===== src/rtl/cu_pkg.sv =====
// cu_pkg: shared definitions for the control unit and its phase sequencer.
//   - seq_state_t    : phase sequencer state encoding
//   - instr_class_t  : 3-bit instruction class produced by cu_class_dec
//   - opcode / funct / regimm constants (MIPS-I subset used by the core)
//   - phase_vec()    : maps a sequencer state to the one-hot phase vector p
package cu_pkg;

   typedef enum logic [2:0] {
      ST_P0       = 3'd0,   // fetch
      ST_P1       = 3'd1,   // decode
      ST_P2       = 3'd2,   // execute
      ST_P3       = 3'd3,   // memory
      ST_P4       = 3'd4,   // writeback
      ST_MDU_WAIT = 3'd5,   // waiting on mult/div unit
      ST_EXC      = 3'd6    // exception, one cycle
   } seq_state_t;

   typedef enum logic [2:0] {
      CLS_R   = 3'd0,
      CLS_I   = 3'd1,
      CLS_LD  = 3'd2,
      CLS_ST  = 3'd3,
      CLS_BR  = 3'd4,
      CLS_JMP = 3'd5,
      CLS_MDU = 3'd6,
      CLS_ILL = 3'd7
   } instr_class_t;

   // Primary opcodes (IR[31:26])
   localparam logic [5:0] OP_RTYPE  = 6'h00;
   localparam logic [5:0] OP_REGIMM = 6'h01;
   localparam logic [5:0] OP_J      = 6'h02;
   localparam logic [5:0] OP_JAL    = 6'h03;
   localparam logic [5:0] OP_BEQ    = 6'h04;
   localparam logic [5:0] OP_BNE    = 6'h05;
   localparam logic [5:0] OP_BLEZ   = 6'h06;
   localparam logic [5:0] OP_BGTZ   = 6'h07;
   localparam logic [5:0] OP_ADDIU  = 6'h09;
   localparam logic [5:0] OP_SLTI   = 6'h0A;
   localparam logic [5:0] OP_SLTIU  = 6'h0B;
   localparam logic [5:0] OP_ANDI   = 6'h0C;
   localparam logic [5:0] OP_ORI    = 6'h0D;
   localparam logic [5:0] OP_XORI   = 6'h0E;
   localparam logic [5:0] OP_LUI    = 6'h0F;
   localparam logic [5:0] OP_LB     = 6'h20;
   localparam logic [5:0] OP_LH     = 6'h21;
   localparam logic [5:0] OP_LW     = 6'h23;
   localparam logic [5:0] OP_LBU    = 6'h24;
   localparam logic [5:0] OP_LHU    = 6'h25;
   localparam logic [5:0] OP_SB     = 6'h28;
   localparam logic [5:0] OP_SH     = 6'h29;
   localparam logic [5:0] OP_SW     = 6'h2B;

   // R-type function codes (IR[5:0])
   localparam logic [5:0] FN_SLL   = 6'h00;
   localparam logic [5:0] FN_SRL   = 6'h02;
   localparam logic [5:0] FN_SRA   = 6'h03;
   localparam logic [5:0] FN_SLLV  = 6'h04;
   localparam logic [5:0] FN_SRLV  = 6'h06;
   localparam logic [5:0] FN_SRAV  = 6'h07;
   localparam logic [5:0] FN_JR    = 6'h08;
   localparam logic [5:0] FN_JALR  = 6'h09;
   localparam logic [5:0] FN_MFHI  = 6'h10;
   localparam logic [5:0] FN_MTHI  = 6'h11;
   localparam logic [5:0] FN_MFLO  = 6'h12;
   localparam logic [5:0] FN_MTLO  = 6'h13;
   localparam logic [5:0] FN_MULT  = 6'h18;
   localparam logic [5:0] FN_MULTU = 6'h19;
   localparam logic [5:0] FN_DIV   = 6'h1A;
   localparam logic [5:0] FN_DIVU  = 6'h1B;
   localparam logic [5:0] FN_ADD   = 6'h20;
   localparam logic [5:0] FN_SUB   = 6'h22;
   localparam logic [5:0] FN_SUBU  = 6'h23;
   localparam logic [5:0] FN_AND   = 6'h24;
   localparam logic [5:0] FN_OR    = 6'h25;
   localparam logic [5:0] FN_XOR   = 6'h26;
   localparam logic [5:0] FN_NOR   = 6'h27;
   localparam logic [5:0] FN_SLT   = 6'h2A;
   localparam logic [5:0] FN_SLTU  = 6'h2B;

   // REGIMM rt field codes (IR[20:16])
   localparam logic [4:0] RT_BLTZ = 5'h00;
   localparam logic [4:0] RT_BGEZ = 5'h01;

   // One-hot phase vector for a state; the wait and exception states drive
   // no phase so the datapath does nothing while in them.
   function automatic logic [4:0] phase_vec(input seq_state_t s);
      case (s)
         ST_P0:   return 5'b00001;
         ST_P1:   return 5'b00010;
         ST_P2:   return 5'b00100;
         ST_P3:   return 5'b01000;
         ST_P4:   return 5'b10000;
         default: return 5'b00000;
      endcase
   endfunction

endpackage


===== src/rtl/cu_phase_seq_if.sv =====
// cu_phase_seq_if: signal bundle between the control unit (master) and the
// phase sequencer (slave).
//   master drives : op, irfunc, regimm, error, imem_ready, dmem_ready
//   slave drives  : p, mdu_busy, instr_done, exc_ovf, exc_ill, retired, stall_cnt
// Handshake: imem_ready / dmem_ready are level "data valid / access done"
// indications; the sequencer holds its phase every cycle they are low (when
// waiting is enabled) and moves on in the first cycle they are sampled high.
interface cu_phase_seq_if #(
   parameter int CNT_W = 32
);
   logic [5:0]       op;
   logic [5:0]       irfunc;
   logic [4:0]       regimm;
   logic             error;
   logic             imem_ready;
   logic             dmem_ready;
   logic [4:0]       p;
   logic             mdu_busy;
   logic             instr_done;
   logic             exc_ovf;
   logic             exc_ill;
   logic [CNT_W-1:0] retired;
   logic [CNT_W-1:0] stall_cnt;

   modport master (
      output op, irfunc, regimm, error, imem_ready, dmem_ready,
      input  p, mdu_busy, instr_done, exc_ovf, exc_ill, retired, stall_cnt
   );

   modport slave (
      input  op, irfunc, regimm, error, imem_ready, dmem_ready,
      output p, mdu_busy, instr_done, exc_ovf, exc_ill, retired, stall_cnt
   );
endinterface


===== src/rtl/cu_class_dec.sv =====
// cu_class_dec: purely combinational instruction classifier.
//   op        in  6  IR[31:26]
//   irfunc    in  6  IR[5:0]
//   regimm    in  5  IR[20:16]
//   cls       out 3  instruction class (instr_class_t)
//   is_addsub out 1  instruction is a trapping add/sub (overflow checked)
// Any encoding not listed below is classed as illegal.
module cu_class_dec
   import cu_pkg::*;
(
   input  logic [5:0]   op,
   input  logic [5:0]   irfunc,
   input  logic [4:0]   regimm,
   output instr_class_t cls,
   output logic         is_addsub
);

   always_comb begin
      cls       = CLS_ILL;
      is_addsub = 1'b0;
      case (op)
         OP_RTYPE: begin
            case (irfunc)
               FN_ADD, FN_SUB: begin
                  cls       = CLS_R;
                  is_addsub = 1'b1;
               end
               FN_SUBU, FN_AND, FN_OR, FN_XOR, FN_NOR, FN_SLT, FN_SLTU,
               FN_SLL, FN_SRL, FN_SRA, FN_SLLV, FN_SRLV, FN_SRAV,
               FN_MFHI, FN_MFLO, FN_MTHI, FN_MTLO, FN_JR, FN_JALR:
                  cls = CLS_R;
               FN_MULT, FN_MULTU, FN_DIV, FN_DIVU:
                  cls = CLS_MDU;
               default:
                  cls = CLS_ILL;
            endcase
         end
         OP_REGIMM: begin
            if (regimm == RT_BLTZ || regimm == RT_BGEZ) cls = CLS_BR;
         end
         OP_BEQ, OP_BNE, OP_BLEZ, OP_BGTZ:
            cls = CLS_BR;
         OP_J, OP_JAL:
            cls = CLS_JMP;
         OP_ADDIU, OP_ANDI, OP_ORI, OP_XORI, OP_SLTI, OP_SLTIU, OP_LUI:
            cls = CLS_I;
         OP_LW, OP_LB, OP_LBU, OP_LH, OP_LHU:
            cls = CLS_LD;
         OP_SW, OP_SH, OP_SB:
            cls = CLS_ST;
         default:
            cls = CLS_ILL;
      endcase
   end

endmodule


===== src/rtl/cu_phase_seq.sv =====
// cu_phase_seq: phase sequencer for the multi-cycle MIPS core.
// Parameters:
//   MDU_LAT   cycles spent in MDU_WAIT between P2 and P4 (1..255)
//   IMEM_WAIT 1 = P0 holds until imem_ready
//   DMEM_WAIT 1 = P3 holds until dmem_ready
//   CNT_W     width of retired / stall_cnt
// Ports:
//   clk        in   rising-edge clock
//   reset      in   synchronous, active-low reset
//   bus        slave modport of cu_phase_seq_if (instruction fields, memory
//              ready strobes, phase vector, pulses and statistics counters)
//   dbg_state  out  current sequencer state
// p, mdu_busy, exc_ovf and exc_ill are decoded only from registered state.
// instr_done is also registered-state based, except for a store leaving P3,
// where it must coincide with the cycle dmem_ready is seen.
module cu_phase_seq
   import cu_pkg::*;
#(
   parameter int MDU_LAT   = 32,
   parameter int IMEM_WAIT = 1,
   parameter int DMEM_WAIT = 1,
   parameter int CNT_W     = 32
) (
   input  logic          clk,
   input  logic          reset,
   cu_phase_seq_if.slave bus,
   output seq_state_t    dbg_state
);

   // Counter is loaded with MDU_LAT-1 and the exit happens on the cycle it
   // reads zero, giving exactly MDU_LAT cycles in MDU_WAIT.
   localparam logic [7:0] MDU_LOAD = 8'(MDU_LAT - 1);

   seq_state_t       state_q, state_d;
   instr_class_t     cls_q, cls_d;
   logic             addsub_q, addsub_d;
   logic             exc_is_ovf_q, exc_is_ovf_d;
   logic [7:0]       mdu_cnt_q, mdu_cnt_d;
   logic [CNT_W-1:0] retired_q;
   logic [CNT_W-1:0] stall_q;

   instr_class_t     dec_cls;
   logic             dec_addsub;
   logic             done;
   logic             stall;
   logic             imem_hold;
   logic             dmem_hold;

   cu_class_dec u_class_dec (
      .op        (bus.op),
      .irfunc    (bus.irfunc),
      .regimm    (bus.regimm),
      .cls       (dec_cls),
      .is_addsub (dec_addsub)
   );

   assign imem_hold = (IMEM_WAIT != 0) && !bus.imem_ready;
   assign dmem_hold = (DMEM_WAIT != 0) && !bus.dmem_ready;

   // Next-state logic
   always_comb begin
      state_d      = state_q;
      cls_d        = cls_q;
      addsub_d     = addsub_q;
      exc_is_ovf_d = exc_is_ovf_q;
      mdu_cnt_d    = mdu_cnt_q;
      done         = 1'b0;
      stall        = 1'b0;
      case (state_q)
         ST_P0: begin
            if (imem_hold) stall   = 1'b1;
            else           state_d = ST_P1;
         end
         ST_P1: begin
            // Class is captured here so later phases do not depend on IR.
            cls_d    = dec_cls;
            addsub_d = dec_addsub;
            if (dec_cls == CLS_ILL) begin
               state_d      = ST_EXC;
               exc_is_ovf_d = 1'b0;
            end else begin
               state_d = ST_P2;
            end
         end
         ST_P2: begin
            case (cls_q)
               CLS_BR: begin
                  state_d = ST_P0;
                  done    = 1'b1;
               end
               CLS_R, CLS_I: begin
                  if (addsub_q && bus.error) begin
                     state_d      = ST_EXC;
                     exc_is_ovf_d = 1'b1;
                  end else begin
                     state_d = ST_P4;
                  end
               end
               CLS_LD, CLS_ST: state_d = ST_P3;
               CLS_JMP:        state_d = ST_P4;
               CLS_MDU: begin
                  state_d   = ST_MDU_WAIT;
                  mdu_cnt_d = MDU_LOAD;
               end
               default:        state_d = ST_P0;
            endcase
         end
         ST_MDU_WAIT: begin
            if (mdu_cnt_q == 8'd0) state_d   = ST_P4;
            else                   mdu_cnt_d = mdu_cnt_q - 8'd1;
         end
         ST_P3: begin
            if (dmem_hold) begin
               stall = 1'b1;
            end else if (cls_q == CLS_ST) begin
               state_d = ST_P0;
               done    = 1'b1;
            end else begin
               state_d = ST_P4;
            end
         end
         ST_P4: begin
            state_d = ST_P0;
            done    = 1'b1;
         end
         ST_EXC:  state_d = ST_P0;
         default: state_d = ST_P0;
      endcase
   end

   // State and counter registers
   always_ff @(posedge clk) begin
      if (!reset) begin
         state_q      <= ST_P0;
         cls_q        <= CLS_R;
         addsub_q     <= 1'b0;
         exc_is_ovf_q <= 1'b0;
         mdu_cnt_q    <= 8'd0;
         retired_q    <= '0;
         stall_q      <= '0;
      end else begin
         state_q      <= state_d;
         cls_q        <= cls_d;
         addsub_q     <= addsub_d;
         exc_is_ovf_q <= exc_is_ovf_d;
         mdu_cnt_q    <= mdu_cnt_d;
         if (done)  retired_q <= retired_q + CNT_W'(1);
         if (stall) stall_q   <= stall_q + CNT_W'(1);
      end
   end

   assign bus.p          = phase_vec(state_q);
   assign bus.mdu_busy   = (state_q == ST_MDU_WAIT);
   assign bus.instr_done = done;
   assign bus.exc_ovf    = (state_q == ST_EXC) &&  exc_is_ovf_q;
   assign bus.exc_ill    = (state_q == ST_EXC) && !exc_is_ovf_q;
   assign bus.retired    = retired_q;
   assign bus.stall_cnt  = stall_q;
   assign dbg_state      = state_q;

endmodule


===== src/flat_wrapper.sv =====
// flat-port wrapper written by rule: the top's interface ports become plain ports
module cu_phase_seq_flat import cu_pkg::*;
#(
   parameter int MDU_LAT   = 32,
   parameter int IMEM_WAIT = 1,
   parameter int DMEM_WAIT = 1,
   parameter int CNT_W     = 32
)
  (clk, reset, dbg_state, bus_op, bus_irfunc, bus_regimm, bus_error, bus_imem_ready, bus_dmem_ready, bus_p, bus_mdu_busy, bus_instr_done, bus_exc_ovf, bus_exc_ill, bus_retired, bus_stall_cnt);
  cu_phase_seq_if #(.CNT_W(CNT_W)) bus_i ();
  input  logic clk;
  input  logic reset;
  output seq_state_t dbg_state;
  input wire logic [$bits(bus_i.op)-1:0] bus_op;
  input wire logic [$bits(bus_i.irfunc)-1:0] bus_irfunc;
  input wire logic [$bits(bus_i.regimm)-1:0] bus_regimm;
  input wire logic [$bits(bus_i.error)-1:0] bus_error;
  input wire logic [$bits(bus_i.imem_ready)-1:0] bus_imem_ready;
  input wire logic [$bits(bus_i.dmem_ready)-1:0] bus_dmem_ready;
  output wire logic [$bits(bus_i.p)-1:0] bus_p;
  output wire logic [$bits(bus_i.mdu_busy)-1:0] bus_mdu_busy;
  output wire logic [$bits(bus_i.instr_done)-1:0] bus_instr_done;
  output wire logic [$bits(bus_i.exc_ovf)-1:0] bus_exc_ovf;
  output wire logic [$bits(bus_i.exc_ill)-1:0] bus_exc_ill;
  output wire logic [$bits(bus_i.retired)-1:0] bus_retired;
  output wire logic [$bits(bus_i.stall_cnt)-1:0] bus_stall_cnt;
  assign bus_i.op = bus_op;
  assign bus_i.irfunc = bus_irfunc;
  assign bus_i.regimm = bus_regimm;
  assign bus_i.error = bus_error;
  assign bus_i.imem_ready = bus_imem_ready;
  assign bus_i.dmem_ready = bus_dmem_ready;
  assign bus_p = bus_i.p;
  assign bus_mdu_busy = bus_i.mdu_busy;
  assign bus_instr_done = bus_i.instr_done;
  assign bus_exc_ovf = bus_i.exc_ovf;
  assign bus_exc_ill = bus_i.exc_ill;
  assign bus_retired = bus_i.retired;
  assign bus_stall_cnt = bus_i.stall_cnt;
  cu_phase_seq #(.MDU_LAT(MDU_LAT), .IMEM_WAIT(IMEM_WAIT), .DMEM_WAIT(DMEM_WAIT), .CNT_W(CNT_W)) u_core (.clk(clk), .reset(reset), .bus(bus_i), .dbg_state(dbg_state));
endmodule

===== config.mk =====
export PLATFORM = sky130hd
export DESIGN_NAME = cu_phase_seq_flat
export DESIGN_NICKNAME = d
export VERILOG_FILES = /design/src/rtl/cu_pkg.sv /design/src/rtl/cu_phase_seq_if.sv /design/src/rtl/cu_class_dec.sv /design/src/rtl/cu_phase_seq.sv /design/src/flat_wrapper.sv
export SDC_FILE = /design/constraint.sdc
export NUM_CORES = 1
export LEC_CHECK = 0
export BUFFER_PORTS_ARGS = -buffer_cell sky130_fd_sc_hd__buf_4
export CORE_UTILIZATION = 35
export DETAILED_ROUTE_END_ITERATION = 10
export PLACE_DENSITY = 0.57
export SYNTH_ARGS = -nofsm -noshare
export SYNTH_HDL_FRONTEND = slang
export SYNTH_SLANG_ARGS = --single-unit
export TNS_END_PERCENT = 5

===== constraint.sdc =====
create_clock -name clk -period 3.12 [get_ports clk]
set_clock_uncertainty 0.15 [all_clocks]
set_input_delay 0.312 -clock clk [delete_from_list [all_inputs] [get_ports clk]]
set_output_delay 0.312 -clock clk [all_outputs]
set_load 0.02 [all_outputs]

==> results.json, run 1 <==
{
  "status": "finished, final reports clean",
  "grt_pass1_vias": 3755,
  "vias_per_cell": 5.34,
  "routed-wl-met2_um": 5100,
  "startpoint": "u_core.dbg_state[1]$_SDFFE_PN0P_",
  "ctsResizeCount": 0,
  "routed_wirelength_um": 10600,
  "end_kind": "flip-flop",
  "clock-sinks": 80,
  "cts_setup_buffers": 0,
  "hold_class": "in2reg",
  "worst_pin_slew_ns": 0.847,
  "clk_pin_slew_ns": 0.06,
  "nets": 641,
  "max_freq_ghz": 0.393,
  "synthSimpleGateAreaFrac_pct": 30.5,
  "whs_ns": 0.128,
  "m1WireLength_um": 4870,
  "r2r_start": "u_core.dbg_state[1]$_SDFFE_PN0P_",
  "synth.area.mux_share_pct": 0.967,
  "routed-via-count": 4078,
  "cts-root-buf": "clkbuf_16",
  "drive_above_1_share_pct": 20.5,
  "hpwl_um": 7740,
  "synth_top_cell_area_share_pct": 38.7,
  "r2r_setup_slack_ns": 0.57,
  "ant_nets": 0,
  "syn_to_final_growth_pct": 29.9,
  "finalInstanceArea_sq_um": 5380,
  "placed_cell_area_sq_um": 5040,
  "critical_path.startpoint_type": "flip-flop",
  "initial_core_util_pct": 36.1,
  "crit_path_end": "u_core.bus.stall_cnt[31]$_SDFFE_PN0P_",
  "ir_drop_mv": 0.335,
  "p_per_area_nw_per_um2": 530,
  "hp-start": "bus_irfunc[0]",
  "cts_max_path_buffers": 2,
  "leakage_nw": 1.98,
  "setup_viol": 0,
  "tns_ns": 0,
  "htreeDepth": 3,
  "synth_compound_area_share_pct": 17.9,
  "num_rows": 39,
  "port_buffers": 96,
  "drcViolationCount": 0,
  "boundaryPins": 98,
  "cts_buffers": 9,
  "wl_per_cell_um": 13.9,
  "mappedNetlistArea_sq_um": 4140,
  "top_layer": "met4",
  "synth_top_family_by_area": "simple AND/OR/NAND/NOR gates",
  "routabilityCongestion": 0.798,
  "crit_fanout": 9,
  "maxCapViolCount": 0,
  "period_minus_slack_ns": 2.55,
  "slew_violations": 0,
  "synth_cells": 519,
  "syn-num-nets": 545,
  "crit_type": "reg2reg",
  "seq_area_frac_synth_pct": 38.7,
  "ys_seq_elements": 80,
  "rr_worst_depth": 5,
  "grt_usage_pct": 17.5,
  "synth-edff-count": 0,
  "period_share_pct": 81.6,
  "utilization_pct": 46.9,
  "die_y_um": 111,
  "dr_wl_met3_um": 568,
  "hold_buffers": 0,
  "place_inst": 747,
  "drtIter0Drc": 232,
  "yosys.area_share.adder_pct": 1.45,
  "fp.dieW_um": 111,
  "ys_types": 49,
  "diodes": 0,
  "clk_latency_ns": 0.33,
  "rsz0062_at_grt": "false",
  "synth_flop_cell": "dfxtp_1",
  "r2r_end": "u_core.bus.stall_cnt[31]$_SDFFE_PN0P_",
  "dieArea_sq_um": 12300,
  "grt-ovfl-total": 0,
  "synth-xor-area-share_pct": 6.35,
  "hold_viol_final": 0,
  "grt_max_degree": 27,
  "synthArstFlopShare_pct": 0,
  "grt_pass1_wl_um": 17900,
  "synth_area_leaders": "dfxtp_1, a21oi_1, nand2_1, o21ai_0, nor2_1",
  "cp.arrival_ns": 2.67,
  "dr.pass1.iters": 4,
  "cp_data_required_time_ns": 3.24,
  "ys.warnings.count": 0,
  "coreArea_sq_um": 11500,
  "cts_tree": "built",
  "antenna_found_initial": 0,
  "synth_top_area_cell": "dfxtp_1",
  "relSlewSlack_pct": 43.2,
  "instances_no_fill": 763,
  "synth.avg_cell_area_sq_um": 7.97
}
## cell families after synthesis
group,after synthesis
multiplexers,4
buffers and inverters,45
adder cells (fa/ha/maj),5
XOR/XNOR,30
flip-flops,80
AND/OR/NAND/NOR,232
AO/OA/AOI/OAI,123
## Yosys cell counts (5+ instances only)
cell / number
o21ai_0: 32
and3_1: 7
a21oi_1: 45
nor4_1: 10
or3_1: 21
nand2_1: 43
o31ai_1: 10
nand3_1: 27
nor3b_1: 6
xor2_1: 14
nor3_1: 11
a211oi_1: 6
inv_1: 20
nor2b_1: 5
a31oi_1: 5
xnor2_1: 16
and4_1: 11
nand4_1: 17
clkbuf_1: 21
nor2_1: 42
or4_1: 14
nand2b_1: 6
o211ai_1: 6
dfxtp_1: 80
## how the worst min path moves through the flow
stage	to	slack, ns	depth (start not counted)
floorplan	u_core.addsub_q$_SDFFE_PN0P_	0.30	2
global placement	u_core.bus.retired[31]$_SDFFE_PN0P_	0.32	2
detailed placement	u_core.addsub_q$_SDFFE_PN0P_	0.33	2
CTS	u_core.addsub_q$_SDFFE_PN0P_	0.12	4
global route	u_core.addsub_q$_SDFFE_PN0P_	0.16	4
finish	u_core.addsub_q$_SDFFE_PN0P_	0.13	4
## cells in the final DEF, fill, tap and decap left out, types with 6 or more instances in the layout
cell type / count
buf_4: 109
dfxtp_1: 80
a21oi_1: 45
nand2_1: 43
nor2_1: 42
o21ai_0: 32
nand3_1: 27
or3_1: 21
inv_1: 19
nand4_1: 17
xnor2_1: 16
or4_1: 14
xor2_1: 14
nor3_1: 11
and4_1: 11
nor4_1: 10
o31ai_1: 10
clkbuf_16: 9
and3_1: 7
nor3b_1: 6
nand2b_1: 6
a211oi_1: 6
o211ai_1: 6
## state kept, by name, summed over array words and instances (netlist names)
name                  cells
u_core.mdu_cnt_q          8
u_core.cls_q              3
u_core.bus.retired       32
u_core.addsub_q           1
u_core.bus.stall_cnt     32
u_core.dbg_state          3
u_core.exc_is_ovf_q       1
## worst max-delay path, cell delays in order (launching register included)
cell     delay (ns)
dfxtp_1        0.31
or3_4          0.41
a211o_1        0.32
or4_1          0.68
or4_1          0.46
a21oi_1        0.15
## where the power goes
part / switching [W] / total [W] / internal (W) / leakage, nW
logic: 0.000326 / 0.000547 / 0.000221 / 1.17
registers: 0.0000643 / 0.00113 / 0.00107 / 0.645
clock network: 0.000404 / 0.00117 / 0.000767 / 0.163
## metrics by stage
stage               power (W)  setup WS [ns]
floorplan             0.00149          0.529
global placement      0.00170          0.543
detailed placement    0.00170          0.507
CTS                   0.00289          0.569
global route          0.00299          0.444
finish                0.00285          0.573
## final cells by class
class                      count  area, sq um
tap                          143          179
clock inverter                 2         60.1
inverter                      21         78.8
sequential                    80         1600
fill                        1128         6090
clock buffer                  14          274
timing repair buffer         109          818
multi-input combinational    394         2360
## layer usage
| layer | global-route usage (%) | up-vias |
|---|---|---|
| met3 | 5.25 | 5 |
| met5 | 0 | - |
| met2 | 29.7 | 81 |
| met4 | 3.73 | 0 |
| met1 | 21.8 | 1891 |
| li1 | - | 2101 |
(Power assumes the default switching activity.)
==> inputs of run 2 (changes only) <==
--- a/config.mk
+++ b/config.mk
@@ -5,10 +5,11 @@
 export SDC_FILE = /design/constraint.sdc
 export NUM_CORES = 1
 export LEC_CHECK = 0
+export ABC_AREA = 1
 export BUFFER_PORTS_ARGS = -buffer_cell sky130_fd_sc_hd__buf_4
 export CORE_UTILIZATION = 35
 export DETAILED_ROUTE_END_ITERATION = 10
-export PLACE_DENSITY = 0.57
+export PLACE_DENSITY = 0.58
 export SYNTH_ARGS = -nofsm -noshare
 export SYNTH_HDL_FRONTEND = slang
 export SYNTH_SLANG_ARGS = --single-unit
==> constraint.sdc (replaced) <==
create_clock -name clk -period 2.3 [get_ports clk]
set_clock_uncertainty 0.15 [all_clocks]
set_input_delay 0.23 -clock clk [delete_from_list [all_inputs] [get_ports clk]]
set_output_delay 0.23 -clock clk [all_outputs]
set_load 0.02 [all_outputs]
==> results.json, run 2 <==
{
  "critical_path.startpoint_type": "flip-flop",
  "rsz0062_at_grt": "false",
  "end_kind": "output port",
  "crit_path_top_delay_cell": "dfxtp_1",
  "hold_class": "in2reg",
  "placed_cell_area_sq_um": 5660,
  "mostFrequentLayoutCells": "nand2_1, buf_4, nor2_1, inv_1, dfxtp_1",
  "diodes": 0,
  "cts_buffers": 9,
  "boundaryPins": 98,
  "cts_tree": "built",
  "port_buffers": 96,
  "clockPowerShare_pct": 41.1,
  "worstPathCellList": "nand2_1, nor2_4, nand4_1, nand3b_2, buf_4, buf_4",
  "status": "finished, final reports clean",
  "max_freq_ghz": 0.459,
  "mappedNetlistArea_sq_um": 4710,
  "dr.pass1.iters": 4,
  "drtIter0Drc": 285,
  "period_minus_slack_ns": 2.18,
  "nets": 863,
  "ys_seq_elements": 80,
  "crit_fanout": 9,
  "setup_viol": 0,
  "ir_drop_mv": 0.351,
  "grt_util_met1_pct": 24.8,
  "grt_max_degree": 49,
  "syn-num-nets": 763,
  "drcViolationCount": 0,
  "leakage_nw": 2.51,
  "p_per_area_nw_per_um2": 624,
  "initial_core_util_pct": 35.7,
  "final_common_cell": "nand2_1",
  "cts_setup_buffers": 0,
  "hpwl_um": 9450,
  "yosysMostFrequentCell": "nand2_1",
  "cts-root-buf": "clkbuf_16",
  "slowest_delay_ns": 0.43,
  "worst_pin_slew_ns": 0.440,
  "power_switching_w": 0.00107,
  "maxCapViolCount": 0,
  "synth_commonest_cells": "nand2_1, nor2_1, inv_1",
  "critPathMostFrequentCell": "buf_4",
  "syn_to_final_growth_pct": 26.9,
  "drive_above_1_share_pct": 16.9,
  "cp.arrival_ns": 1.80,
  "grt_pass1_vias": 4423,
  "swShare_pct": 28.8,
  "num_rows": 42,
  "die_y_um": 118,
  "globalRouteMet3Util_pct": 3.54,
  "grt-busiest-layer": "met2",
  "routabilityCongestion": 0.852,
  "tns_ns": 0,
  "ys.warnings.count": 0,
  "synth_top_area_cell": "dfxtp_1",
  "fp.dieW_um": 118,
  "synth_flop_cell": "dfxtp_1",
  "clock-sinks": 80,
  "htreeDepth": 3,
  "clk_latency_ns": 0.34,
  "power.internal_w": 0.00265,
  "finalInstanceArea_sq_um": 5970,
  "period_share_pct": 94.6,
  "clk_pin_slew_ns": 0.06,
  "wl_per_cell_um": 12.3,
  "whs_ns": 0.0828,
  "synth_cells": 737,
  "grt_usage_pct": 18.6,
  "ys_types": 37,
  "grt-ovfl-total": 0,
  "routed_wirelength_um": 12500,
  "cts_max_path_buffers": 2,
  "dieArea_sq_um": 13900,
  "grt_pass1_wl_um": 21000,
  "ant_nets": 0,
  "cp_data_required_time_ns": 1.92,
  "pwr-share-comb_pct": 18.5,
  "synth_area_leaders": "dfxtp_1, nand2_1, nor2_1, inv_1, a21oi_1",
  "hold_viol_final": 0,
  "antenna_found_initial": 0,
  "synth_top_cell_area_share_pct": 34.0,
  "vias_per_cell": 4.78,
  "relSlewSlack_pct": 70.3,
  "seq_area_frac_synth_pct": 34.0,
  "synthArstFlopShare_pct": 0,
  "routed-via-count": 4861,
  "sequentialPowerShare_pct": 40.4,
  "coreArea_sq_um": 13200,
  "met2_usage_pct": 29.6,
  "crit_type": "reg2out",
  "slew_violations": 0,
  "synth-edff-count": 0,
  "synth.avg_cell_area_sq_um": 6.39
}
## run 2: cell count changes after synthesis, sizes merged, moves of 12 or more
cell	change
nor2	+66
nand2	+154
or3	-22
nor3	+34
clkbuf	-12
inv	+74
or4	-14
## run 2: worst max-delay path: cells and delay by family (launching register included)
family | cells | cell delay (ns)
buf+inv | 2 | 0.36
flops | 1 | 0.43
simple gates | 4 | 0.66
## run 2: routing by layer
layer | vias to the layer above | share of wire, % | routed length, um
li1 | 2577 | - | -
met2 | 106 | 44 | 5440
met5 | - | 0 | 0
met4 | 0 | 1.8 | 229
met3 | 19 | 4.7 | 583
met1 | 2159 | 50 | 6250
## run 2: cell type report
class,count,area [sq um]
clock buffers,11,243
multi-input cells,546,2680
fillers,1398,7220
flip-flops and latches,80,1600
well taps,176,220
clock inverters,3,67.6
inverters,94,353
repair buffers,106,808
## run 2: worst paths after layout
kind / slack [ns] / endpoint / startpoint / depth (start not counted)
worst max-delay path: 0.12 / bus_instr_done / u_core.dbg_state[1]$_SDFFE_PN0P_ / 6
worst max register to register: 0.24 / u_core.bus.retired[17]$_SDFFE_PN0P_ / u_core.dbg_state[1]$_SDFFE_PN0P_ / 11
worst min register to register: 0.31 / u_core.mdu_cnt_q[0]$_SDFFE_PN0P_ / u_core.mdu_cnt_q[0]$_SDFFE_PN0P_ / 2
worst min-delay path: 0.08 / u_core.dbg_state[0]$_SDFFE_PN0P_ / bus_imem_ready / 5
## run 2: cell families after synthesis
family                   count (synthesis)  synth area share (%)
AND/OR/NAND/NOR                        415                  39.2
buffers and inverters                  111                  9.14
AO/OA/AOI/OAI                           97                  11.0
flip-flops                              80                  34.0
XOR/XNOR                                30                  5.58
adder cells (fa/ha/maj)                  4                  1.06
## run 2: what timing repair did
action,4_1_cts,5_1_grt
resized for setup,0,1
setup endpoints to repair,0,1
hold buffers,0,0
endpoints found under the hold margin,0,0
## run 2: per-stage QoR
stage	power, W	util, %	std cells	worst slack (ns)
2_1_floorplan	0.00198	-	737	0.0695
3_3_place_gp	0.00223	42.9	1002	0.230
3_5_place_dp	0.00222	42.9	1002	0.201
4_1_cts	0.00376	45.2	1016	0.125
5_1_grt	0.00390	45.3	1016	0.0140
6_report	0.00373	45.3	1016	0.124
## run 2: power groups by stage
stage	Combinational, W	Clock [W]	Sequential (W)
6_report	0.000689	0.00153	0.00151
5_1_grt	0.000769	0.00162	0.00151
4_1_cts	0.000693	0.00156	0.00150
3_5_place_dp	0.000690	0	0.00153
3_3_place_gp	0.000690	0	0.00154
2_1_floorplan	0.000417	0	0.00156
==> inputs of run 3 (changes only) <==
--- a/config.mk
+++ b/config.mk
@@ -7,6 +7,7 @@
 export LEC_CHECK = 0
 export ABC_AREA = 1
 export BUFFER_PORTS_ARGS = -buffer_cell sky130_fd_sc_hd__buf_4
+export CORE_ASPECT_RATIO = 0.9
 export CORE_UTILIZATION = 35
 export DETAILED_ROUTE_END_ITERATION = 10
 export PLACE_DENSITY = 0.58
==> results.json, run 3 (same netlist as run 2, synthesis figures left out) <==
{
  "status": "finished, final reports clean",
  "htreeDepth": 3,
  "cp_data_required_time_ns": 1.92,
  "hold_end": "u_core.cls_q[1]$_SDFFE_PN0P_",
  "cp.arrival_ns": 1.89,
  "syn_to_final_growth_pct": 26.4,
  "pre_cts_ws_ns": 0.183,
  "hpwl_um": 10100,
  "ant_nets": 0,
  "antenna_found_initial": 0,
  "cts-root-buf": "clkbuf_16",
  "period_share_pct": 98.8,
  "dr.pass1.iters": 5,
  "utilization_pct": 46.2,
  "routabilityCongestion": 0.908,
  "r2r_setup_slack_ns": 0.18,
  "period_minus_slack_ns": 2.27,
  "vias_per_cell": 4.94,
  "whs_ns": 0.129,
  "p_per_area_nw_per_um2": 628,
  "power_switching_w": 0.00110,
  "totalPowerFinal_w": 0.00373,
  "end_kind": "output port",
  "slew_violations": 0,
  "setup_viol": 0,
  "diodes": 0,
  "die_y_um": 112,
  "leakage_nw": 2.51,
  "grt_pass1_vias": 4680,
  "clk_latency_ns": 0.35,
  "port_buffers": 96,
  "initial_core_util_pct": 36.5,
  "sequentialPowerShare_pct": 40.3,
  "grt_usage_pct": 20.0,
  "crit_path_top_delay_cell": "dfxtp_1",
  "cts_max_path_buffers": 2,
  "worst_pin_slew_ns": 0.476,
  "rr_worst_depth": 10,
  "coreArea_sq_um": 12900,
  "max_freq_ghz": 0.440,
  "grt_pass1_wl_um": 22500,
  "drive_above_1_share_pct": 17.0,
  "nets": 862,
  "crit_type": "reg2out",
  "crit_fanout": 12,
  "routed-via-count": 4967,
  "num_rows": 39,
  "pwr-share-comb_pct": 18.5,
  "hp-start": "reset",
  "grt-ovfl-total": 0,
  "drcViolationCount": 0,
  "mostFrequentLayoutCells": "nand2_1, buf_4, nor2_1, inv_1, dfxtp_1",
  "wl_per_cell_um": 13.1,
  "hold_class": "in2reg",
  "rsz0062_at_grt": "true",
  "routed_wirelength_um": 13200,
  "cts_buffers": 9,
  "clock-sinks": 80,
  "clk_pin_slew_ns": 0.06,
  "drtIter0Drc": 307,
  "clockPowerShare_pct": 41.2,
  "tns_ns": 0,
  "r2r_end": "u_core.bus.retired[17]$_SDFFE_PN0P_",
  "ir_drop_mv": 0.392,
  "power.internal_w": 0.00264,
  "worst_slack_ns": 0.0283,
  "worstPathCellList": "inv_2, nor3_1, nand3b_2, buf_4, buf_4",
  "critPathMostFrequentCell": "buf_4",
  "boundaryPins": 98,
  "hold_viol_final": 0,
  "grt_max_degree": 32,
  "r2r_start": "u_core.dbg_state[2]$_SDFFE_PN0P_",
  "relSlewSlack_pct": 68.0,
  "swShare_pct": 29.4,
  "cts_setup_buffers": 0,
  "fp.dieW_um": 124,
  "critical_path.startpoint_type": "flip-flop",
  "slowest_delay_ns": 0.45,
  "hold_path_depth": 3,
  "dieArea_sq_um": 13900,
  "final_common_cell": "nand2_1",
  "maxCapViolCount": 0,
  "cts_tree": "built"
}
[run 3: changes by cell type in the layout (fill, tap and decap cells not counted), sizes merged]
| cell | change |
|---|---|
| clkinv | +1 |
| clkinvlp | -1 |
| clkbuf | +3 |
| buf | -1 |
| bufinv | -1 |
[run 3: worst max-delay path by stage]
stage | startpoint | to | slack, ns | depth (start not counted)
global route | u_core.dbg_state[2]$_SDFFE_PN0P_ | bus_instr_done | -0.07 | 5
global placement | u_core.bus.retired[0]$_SDFFE_PN0P_ | u_core.bus.retired[27]$_SDFFE_PN0P_ | 0.23 | 9
CTS | u_core.dbg_state[2]$_SDFFE_PN0P_ | bus_instr_done | 0.04 | 5
floorplan | u_core.dbg_state[2]$_SDFFE_PN0P_ | u_core.bus.retired[21]$_SDFFE_PN0P_ | 0.07 | 6
finish | u_core.dbg_state[2]$_SDFFE_PN0P_ | bus_instr_done | 0.03 | 5
detailed placement | u_core.bus.retired[0]$_SDFFE_PN0P_ | u_core.bus.retired[27]$_SDFFE_PN0P_ | 0.18 | 9
[run 3: critical path: cells and delay by family (launching register included)]
| family | cells | cell delay, ns |
|---|---|---|
| and+or+nand+nor | 2 | 0.61 |
| buffers and inverters | 3 | 0.48 |
| DFF | 1 | 0.45 |
[run 3: final cells by class]
| cell class | instances | area [sq um] |
|---|---|---|
| Clock buffer | 14 | 284 |
| Clock inverter | 2 | 35.0 |
| Fill cell | 1365 | 6930 |
| Inverter | 94 | 353 |
| Multi-Input combinational cell | 546 | 2690 |
| Sequential cell | 80 | 1600 |
| Tap cell | 164 | 205 |
| Timing Repair Buffer | 105 | 788 |
[run 3: through the flow]
| step | instances | area [sq um] |
|---|---|---|
| 6_report | 1005 | 5950 |
| 5_1_grt | 1005 | 5950 |
| 4_1_cts | 1005 | 5940 |
| 3_5_place_dp | 989 | 5620 |
| 3_3_place_gp | 989 | 5620 |
| 2_1_floorplan | 737 | 4710 |
[run 3: power groups by stage]
| stage | logic [W] | registers [W] | clock network [W] |
|---|---|---|---|
| after floorplan | 0.000417 | 0.00156 | 0 |
| after global placement | 0.000677 | 0.00153 | 0 |
| after detailed placement | 0.000688 | 0.00153 | 0 |
| after CTS | 0.000692 | 0.00150 | 0.00159 |
| after global routing | 0.000772 | 0.00152 | 0.00164 |
| final | 0.000692 | 0.00150 | 0.00154 |
[run 3: routing by layer]
layer	wire length (um)	GRT usage (%)	vias to the layer above
li1	-	-	2567
met1	6500	27.1	2253
met2	5820	31.2	128
met3	601	4.34	19
met4	242	7.47	0
met5	0	0	-
[run 3: what timing repair did]
| action | 4_1_cts | 5_1_grt |
|---|---|---|
| setup endpoints to repair | 0 | 7 |
| gates resized for setup | 0 | 2 |
| hold buffers | 0 | 0 |
